$ cat config.mk
export PLATFORM = sky130hd
export DESIGN_NAME = reg_file_mp
export DESIGN_NICKNAME = d
export VERILOG_FILES = /design/src/rtl/reg_file_mp_pkg.sv /design/src/rtl/reg_file_rd_port.sv /design/src/rtl/reg_file_mp.sv
export SDC_FILE = /design/constraint.sdc
export NUM_CORES = 2
export LEC_CHECK = 0
export CAP_MARGIN = 30
export CELL_PAD_IN_SITES_DETAIL_PLACEMENT = 1
export CELL_PAD_IN_SITES_GLOBAL_PLACEMENT = 2
export CORE_MARGIN = 3
export CORE_UTILIZATION = 44
export CTS_BUF_LIST = sky130_fd_sc_hd__clkbuf_16
export CTS_CLUSTER_DIAMETER = 150
export DETAILED_ROUTE_END_ITERATION = 10
export GPL_TIMING_DRIVEN = 0
export PLACE_DENSITY_LB_ADDON = 0.25
export RECOVER_POWER = 50
export SYNTH_ARGS = -nofsm -noshare
export SYNTH_HDL_FRONTEND = slang
export SYNTH_SLANG_ARGS = --single-unit
export TNS_END_PERCENT = 50
$ cat constraint.sdc
create_clock -name sysclk -period 3.9 [get_ports sysclk]
set_input_delay 0.39 -clock sysclk [delete_from_list [all_inputs] [get_ports sysclk]]
set_output_delay 0.39 -clock sysclk [all_outputs]
set_load 0.01 [all_outputs]
$ cat src/rtl/reg_file_mp_pkg.sv
// Shared datapath constants and helpers for the multi-port register file.
package reg_file_mp_pkg;

    localparam int unsigned XLEN_DEF   = 32;
    localparam int unsigned REG_ADDR_W = 5;
    localparam int unsigned REG_ZERO   = 0;

    typedef enum logic {
        RD_COMB = 1'b0,
        RD_REG  = 1'b1
    } rd_mode_e;

    // An address is usable when it is inside the array and is not the hardwired-zero register.
    function automatic logic addr_legal(input int unsigned addr, input int unsigned depth,
                                        input logic zero_reg);
        return (addr < depth) && !(zero_reg && (addr == REG_ZERO));
    endfunction

endpackage

$ cat src/rtl/reg_file_rd_port.sv
// One read port: write bypass priority mux, zero/range masking, optional output register.
module reg_file_rd_port
    import reg_file_mp_pkg::*;
#(
    parameter int unsigned XLEN         = XLEN_DEF,
    parameter int unsigned ADDR_W       = REG_ADDR_W,
    parameter int unsigned DEPTH        = 32,
    parameter int unsigned READ_LATENCY = 0,
    parameter int unsigned BYPASS       = 1,
    parameter int unsigned ZERO_REG     = 1
) (
    input  logic              clk_i,
    input  logic              rst_i,
    input  logic [ADDR_W-1:0] addr_i,
    input  logic [XLEN-1:0]   stored_i,
    input  logic              wr0_ok_i,
    input  logic [ADDR_W-1:0] wr0_addr_i,
    input  logic [XLEN-1:0]   wr0_data_i,
    input  logic              wr1_ok_i,
    input  logic [ADDR_W-1:0] wr1_addr_i,
    input  logic [XLEN-1:0]   wr1_data_i,
    output logic [XLEN-1:0]   data_o
);

    localparam rd_mode_e MODE = (READ_LATENCY != 0) ? RD_REG : RD_COMB;

    logic [XLEN-1:0] rd_data_d;
    logic            unused_ok;

    assign unused_ok = ^{clk_i, rst_i, wr0_ok_i, wr0_addr_i, wr0_data_i,
                         wr1_ok_i, wr1_addr_i, wr1_data_i};

    always_comb begin
        rd_data_d = stored_i;
        if (BYPASS != 0) begin
            if (wr1_ok_i && (wr1_addr_i == addr_i)) begin
                rd_data_d = wr1_data_i;
            end else if (wr0_ok_i && (wr0_addr_i == addr_i)) begin
                rd_data_d = wr0_data_i;
            end
        end
        if (!addr_legal(32'(addr_i), DEPTH, ZERO_REG != 0)) begin
            rd_data_d = '0;
        end
    end

    if (MODE == RD_REG) begin : g_reg
        logic [XLEN-1:0] rd_data_q;

        always_ff @(posedge clk_i) begin
            if (rst_i) begin
                rd_data_q <= '0;
            end else begin
                rd_data_q <= rd_data_d;
            end
        end

        assign data_o = rd_data_q;
    end else begin : g_comb
        assign data_o = rd_data_d;
    end

endmodule

$ cat src/rtl/reg_file_mp.sv
// Parametrised register file: two write ports (port 1 wins), NUM_RD independent read ports.
module reg_file_mp
    import reg_file_mp_pkg::*;
#(
    parameter int unsigned XLEN         = XLEN_DEF,
    parameter int unsigned DEPTH        = 32,
    parameter int unsigned NUM_RD       = 2,
    parameter int unsigned READ_LATENCY = 0,
    parameter int unsigned BYPASS       = 1,
    parameter int unsigned ZERO_REG     = 1,
    localparam int unsigned ADDR_W      = (DEPTH > 1) ? $clog2(DEPTH) : 1
) (
    input  logic                     sysclk,
    input  logic                     reset,
    input  logic [NUM_RD*ADDR_W-1:0] rd_addr,
    output logic [NUM_RD*XLEN-1:0]   rd_data,
    input  logic                     wr0_en,
    input  logic [ADDR_W-1:0]        wr0_addr,
    input  logic [XLEN-1:0]          wr0_data,
    input  logic                     wr1_en,
    input  logic [ADDR_W-1:0]        wr1_addr,
    input  logic [XLEN-1:0]          wr1_data
);

    logic [XLEN-1:0] mem_q [DEPTH];
    logic            wr0_ok;
    logic            wr1_ok;

    // Gating with reset keeps a write suppressed by reset from being bypassed to readers.
    assign wr0_ok = wr0_en && !reset && addr_legal(32'(wr0_addr), DEPTH, ZERO_REG != 0);
    assign wr1_ok = wr1_en && !reset && addr_legal(32'(wr1_addr), DEPTH, ZERO_REG != 0);

    always_ff @(posedge sysclk) begin
        if (reset) begin
            mem_q <= '{default: '0};
        end else begin
            if (wr0_ok) begin
                mem_q[wr0_addr] <= wr0_data;
            end
            if (wr1_ok) begin
                mem_q[wr1_addr] <= wr1_data;
            end
        end
    end

    for (genvar g = 0; g < NUM_RD; g++) begin : g_rd
        logic [ADDR_W-1:0] addr_g;

        assign addr_g = rd_addr[g*ADDR_W +: ADDR_W];

        reg_file_rd_port #(
            .XLEN        (XLEN),
            .ADDR_W      (ADDR_W),
            .DEPTH       (DEPTH),
            .READ_LATENCY(READ_LATENCY),
            .BYPASS      (BYPASS),
            .ZERO_REG    (ZERO_REG)
        ) u_rd_port (
            .clk_i     (sysclk),
            .rst_i     (reset),
            .addr_i    (addr_g),
            .stored_i  (mem_q[addr_g]),
            .wr0_ok_i  (wr0_ok),
            .wr0_addr_i(wr0_addr),
            .wr0_data_i(wr0_data),
            .wr1_ok_i  (wr1_ok),
            .wr1_addr_i(wr1_addr),
            .wr1_data_i(wr1_data),
            .data_o    (rd_data[g*XLEN +: XLEN])
        );
    end

endmodule

* Yosys cells after proc, flatten, opt, wreduce, memory -nomap -nowiden *
Cells that the tools add are included.

operators by class
  equal/unequal tests = 4
  shift operators = 0
  order comparisons = 6
  reductions and logical operators = 17
  div/mod/pow operators = 0
  $mul = 0
  bitwise operators = 4
  multiplexer cells = 21
  add/subtract/negate cells = 0

operators by type and width
  cell                  number
  $mux W1024            3
  $bwmux W1024          2
  $mux W32              12
  $bmux W32 S5          2
  $demux W32 S5         2
  $ge A6 B6 Y1 const B  4
  $not A5 Y6            4
  $eq A5 B5 Y1          4
  $logic_not A5 Y1      4
  $lt A6 B1 Y1 const B  2
  $logic_and A1 B1 Y1   10
  $logic_not A1 Y1      3

word-level totals
  memory bits (writable) = 0
  memories = 0
  logic and storage cells = 84
  input bits = 88
  bits in read-only memories = 0
  latch bits = 0
  output and inout bits = 64
  register bits after elaboration = 1024

* Logic depth before layout (Yosys ltp) *
  word-level depth = 10
  depth in mapped cells = 9
  gate-level depth less buffers = 5

* Hierarchy *
A second synthesis with hierarchy kept.

second synthesis, totals
  cells, all modules = 8001
  area total of the unflattened synthesis = 64734.6 µm²

modules (own cells, without submodules)
  module            cells an instance  seq. area each (µm²)  area each (µm²)  times used
  reg_file_mp       7609               20499.7               62232.2          1
  reg_file_rd_port  196                0.0                   1251.2           2

* Least setup slack after synthesis *
OpenSTA, ideal clock, no wires.

  path kind = in2out
  start = input port rd_addr[0]
  end = output port rd_data[0]
  arrival = 2.199 ns
  slack = 1.311 ns
  path buffers = 3
  stages = 8
  data required time = 3.510 ns
  path through = buf_2 -> buf_2 -> buf_2 -> mux4_2 -> mux2i_1 -> nor2_1 -> nor4_1 -> o221ai_1

between the ends
  cells in the longest elaborated chain, start to end = 7

ends and longest elaborated chain
  element                                      RTL line                source
  from (decl)                                  reg_file_mp.sv:15       input logic [NUM_RD*ADDR_W-1:0] rd_addr,
  $not A5 Y6 (implied by the code)             reg_file_mp.sv:62       .stored_i (mem_q[addr_g]),
  $bmux W32 S5                                 reg_file_mp.sv:62
  $mux W32 (implied by the code) (2 in a row)  reg_file_mp.sv:62
  $mux W32                                     reg_file_rd_port.sv:38  end else if (wr0_ok_i && (wr0_addr_i == addr_i)) begin
  $mux W32                                     reg_file_rd_port.sv:36  if (wr1_ok_i && (wr1_addr_i == addr_i)) begin
  $mux W32 (*)                                 reg_file_rd_port.sv:42  if (!addr_legal(32'(addr_i), DEPTH, ZERO_REG != 0)) begin
  to (decl)                                    reg_file_mp.sv:16       output logic [NUM_RD*XLEN-1:0] rd_data,

Mark *: on every way between the ends. The rest lies on a longest branch, timed or not. The select of a mux whose other input is x is not followed.

* Worst setup path after layout *
  start = input port rd_addr[0]
  end = output port rd_data[20]

Same word-level chain as after synthesis.

==> key figures <==
Outcome
  – Status: finished, violations left
  – Failing checks: setup timing

Final layout
  – Final cell count without fillers: 9370
  – Largest register FFs: 1024
  – Regs by FF count: mem_q: 1024 flops
  – Share of post-route cells with drive strength above 1: 18.3%
  – Final nets: 7448
  – FF+latch area: 20500 um^2
  – Multi-input gate area: 40200 um^2
  – Most common cell after layout, fill and taps aside: nor2_1
  – Fill count: 16317
  – Reg with most FFs: mem_q
  – Most frequent cells in the layout: nor2_1 (1033), dfxtp_1 (1024), mux2i_1 (997), a211oi_1 (765), clkbuf_1 (529)
  – Synth-to-Final Area Change: 16.0%

Drt
  – WL/cell: 41.9 um
  – Vias per inst: 7.14
  – Drc violations: 0
  – Routed WL: 393 mm
  – Via Count: 66869
  – Initial DRC count: 8618
  – Antenna-violating nets left: 0
  – DRT Pass-1 Iters: 8

STA
  – Final worst slack: -0.173 ns
  – Final setup viols: 60
  – Fin Hold WS: 0.0176 ns
  – Final period utilization: 104%
  – Crit path time final: 4.07 ns
  – RSZ-0062 raised after global routing: true
  – Slew HR: 11.8%
  – Worst-Margin Slew: 1.32 ns
  – Setup clock skew after layout: 0 ns
  – Final slew viol count: 0
  – Fmax: 246 MHz
  – Final count of hold timing violations: 0

Die
  – Die ar.: 149000 um^2
  – Core area: 144000 um^2
  – Cell Rows: 139
  – I/O pin cnt: 152
  – Starting Density: 44.4%
  – Chip Width: 387 um
  – Die height: 387 um

Worst setup path
  – Crit end category: primary output
  – CP Cell Sequence: buf_2 > nand2b_4 > clkbuf_1 > buf_8 > a211oi_1 > a2111oi_1 > buf_2 > nor4_1 > o221ai_1 > clkdlybuf4s50_1
  – Reg2Reg Depth: 2
  – Crit path top cell by count: buf_2
  – Nature of the critical path startpoint: input pin
  – CP max stage cell: clkdlybuf4s50_1
  – Data required, critical path: 3.51 ns
  – Setup Crit Path Kind: input pin to primary output
  – CP max FO: 8
  – CP arrival: 3.68 ns
  – Largest stage delay, worst path: 0.62 ns

Yosys
  – Synth Area per Inst: 9.06 um^2
  – Number of flops mapped to enable cells by yosys: 0
  – Post-synth cell types: 53
  – Mapped Cells: 7034
  – Yosys warnings: 0
  – Synth Flop Type: dfxtp_1
  – Seq/Total Area, Yosys: 32.2%
  – Post-synth net total: 7122
  – Synth async-reset ratio: 0%
  – Synthesis-stage register bit count: 1024
  – Mapped Area: 63700 um^2

Clock tree
  – Worst-Skew Late Latency: 0.80 ns
  – Clk sink count: 1024
  – H-Tree Depth: 3
  – CTS root buffer: clkbuf_16
  – Clk slew on worst S/H paths: 0.06 ns
  – Clk buf depth: 3
  – TritonCTS clock tree: done
  – TritonCTS Buffers: 119

Placed design
  – Port Buf Inserts: 107
  – Routability Congestion: 1.05
  – Placed cells: 9124
  – Pre-CTS WS: -2.45 ns
  – DP HPWL: 319 mm

Hold path
  – Worst Hold Depth: 3
  – Min-Delay Path Class: input pin to register

Global routing
  – Congestion Overflow GR: 0
  – All-Layer GR Usage: 50.4%
  – Number of global-route vias before repair: 66827
  – Largest net degree at the start of global routing: 19
  – Initial antenna violation count: 30
  – First-pass GRT wire length: 532 mm

Power and ir drop
  – Peak VDD IR: 0.386 mV
  – Pwr per Cell Area: 355 nW/um^2
  – Pleak: 0.0252 uW

Run
  – Max-cap violations: 0
-- worst paths after layout --
| path | start | slack, ns | end |
|---|---|---|---|
| worst min-delay path | wr1_data[15] | 0.02 | mem_q[975]$_SDFF_PP0_ |
| worst max-delay path | rd_addr[0] | -0.17 | rd_data[20] |
| worst max register to register | mem_q[769]$_SDFF_PP0_ | 2.51 | mem_q[769]$_SDFF_PP0_ |
| worst min register to register | mem_q[1008]$_SDFF_PP0_ | 0.48 | mem_q[1008]$_SDFF_PP0_ |
-- critical path, delay by kind of cell --
family / cells / cell delay, ns
AO/OA/AOI/OAI: 3 / 0.96
buffers and inverters: 5 / 1.83
AND/OR/NAND/NOR: 2 / 0.45
-- cells by family (layout without fill, tap and decap cells) --
logic type,count (synthesis),in the layout,synth area share [%]
and+or+nand+nor,1933,1933,12.8
muxes,1576,1576,29.8
AOI/OAI and AO/OA,1505,1505,18.3
DFF,1024,1024,32.2
buffers and inverters,976,1388,6.66
xor gates and xnor gates,20,20,0.275
other,0,21,0
-- cell type report --
type	count	share of cell area, %
flip-flops and latches	1024	27.7
well taps	1903	3.22
plain buffers	939	6.24
clock inverters	87	1.01
repair buffers	210	3.12
multi-input cells	5034	54.4
clock buffers	120	4.06
inverters	32	0.163
diodes	21	0.0711
-- report_power, final --
group | total [uW] | leakage, uW | internal [uW] | switching [uW]
logic | 4170 | 0.0150 | 1140 | 3020
clock network | 11400 | 0.00192 | 6200 | 5200
registers | 10700 | 0.00826 | 10600 | 113
-- per-layer routing --
| metal | up-vias | part of all wire, % | GRT usage (%) |
|---|---|---|---|
| li1 | 26989 | - | - |
| met1 | 33628 | 37 | 61.0 |
| met2 | 4817 | 41 | 73.0 |
| met3 | 1419 | 13 | 18.6 |
| met4 | 16 | 9.0 | 37.0 |
| met5 | - | 0.034 | 1.02 |
-- synthesized netlist by cell type (all sizes together), types with 4 or more instances --
master	instances	area share, %
o22ai	195	1.9
o221ai	95	1.6
a211oi	766	9.0
xor2	6	0.082
a221oi	31	0.43
nand2	401	2.4
mux2i	998	16
nand3b	5	0.059
a311oi	287	3.9
nor2b	70	0.69
nand2b	10	0.098
clkbuf	622	3.7
dfxtp	1024	32
a2111oi	28	0.38
nor2	1052	6.3
a22o	31	0.43
nor4	36	0.37
inv	32	0.19
mux4	219	7.7
a22oi	4	0.047
o21ai	31	0.24
nand3	267	2.1
mux2	359	6.3
or3b	4	0.059
buf	322	2.8
xnor2	14	0.19
nor3	71	0.56
a21oi	34	0.27
-- repair_timing --
item,4_1_cts,5_1_grt
resized for setup,350,113
hold endpoints to repair,10,0
setup buffers,2,1
hold buffers,6,0
pin swaps,10,8
endpoints found under the setup margin,64,63
-- through the flow --
step                setup TNS (ns)  power, uW  area [um^2]  util [%]
floorplan                        0      12600        63700         -
global placement           -199.30      14400        67200      46.8
detailed placement          -86.95      14600        68200      47.5
CTS                          -1.18      25800        73300      51.0
global route                -0.849      26500        73900      51.4
finish                       -3.61      26300        73900      51.5
Power figures use the tool's default switching activity.
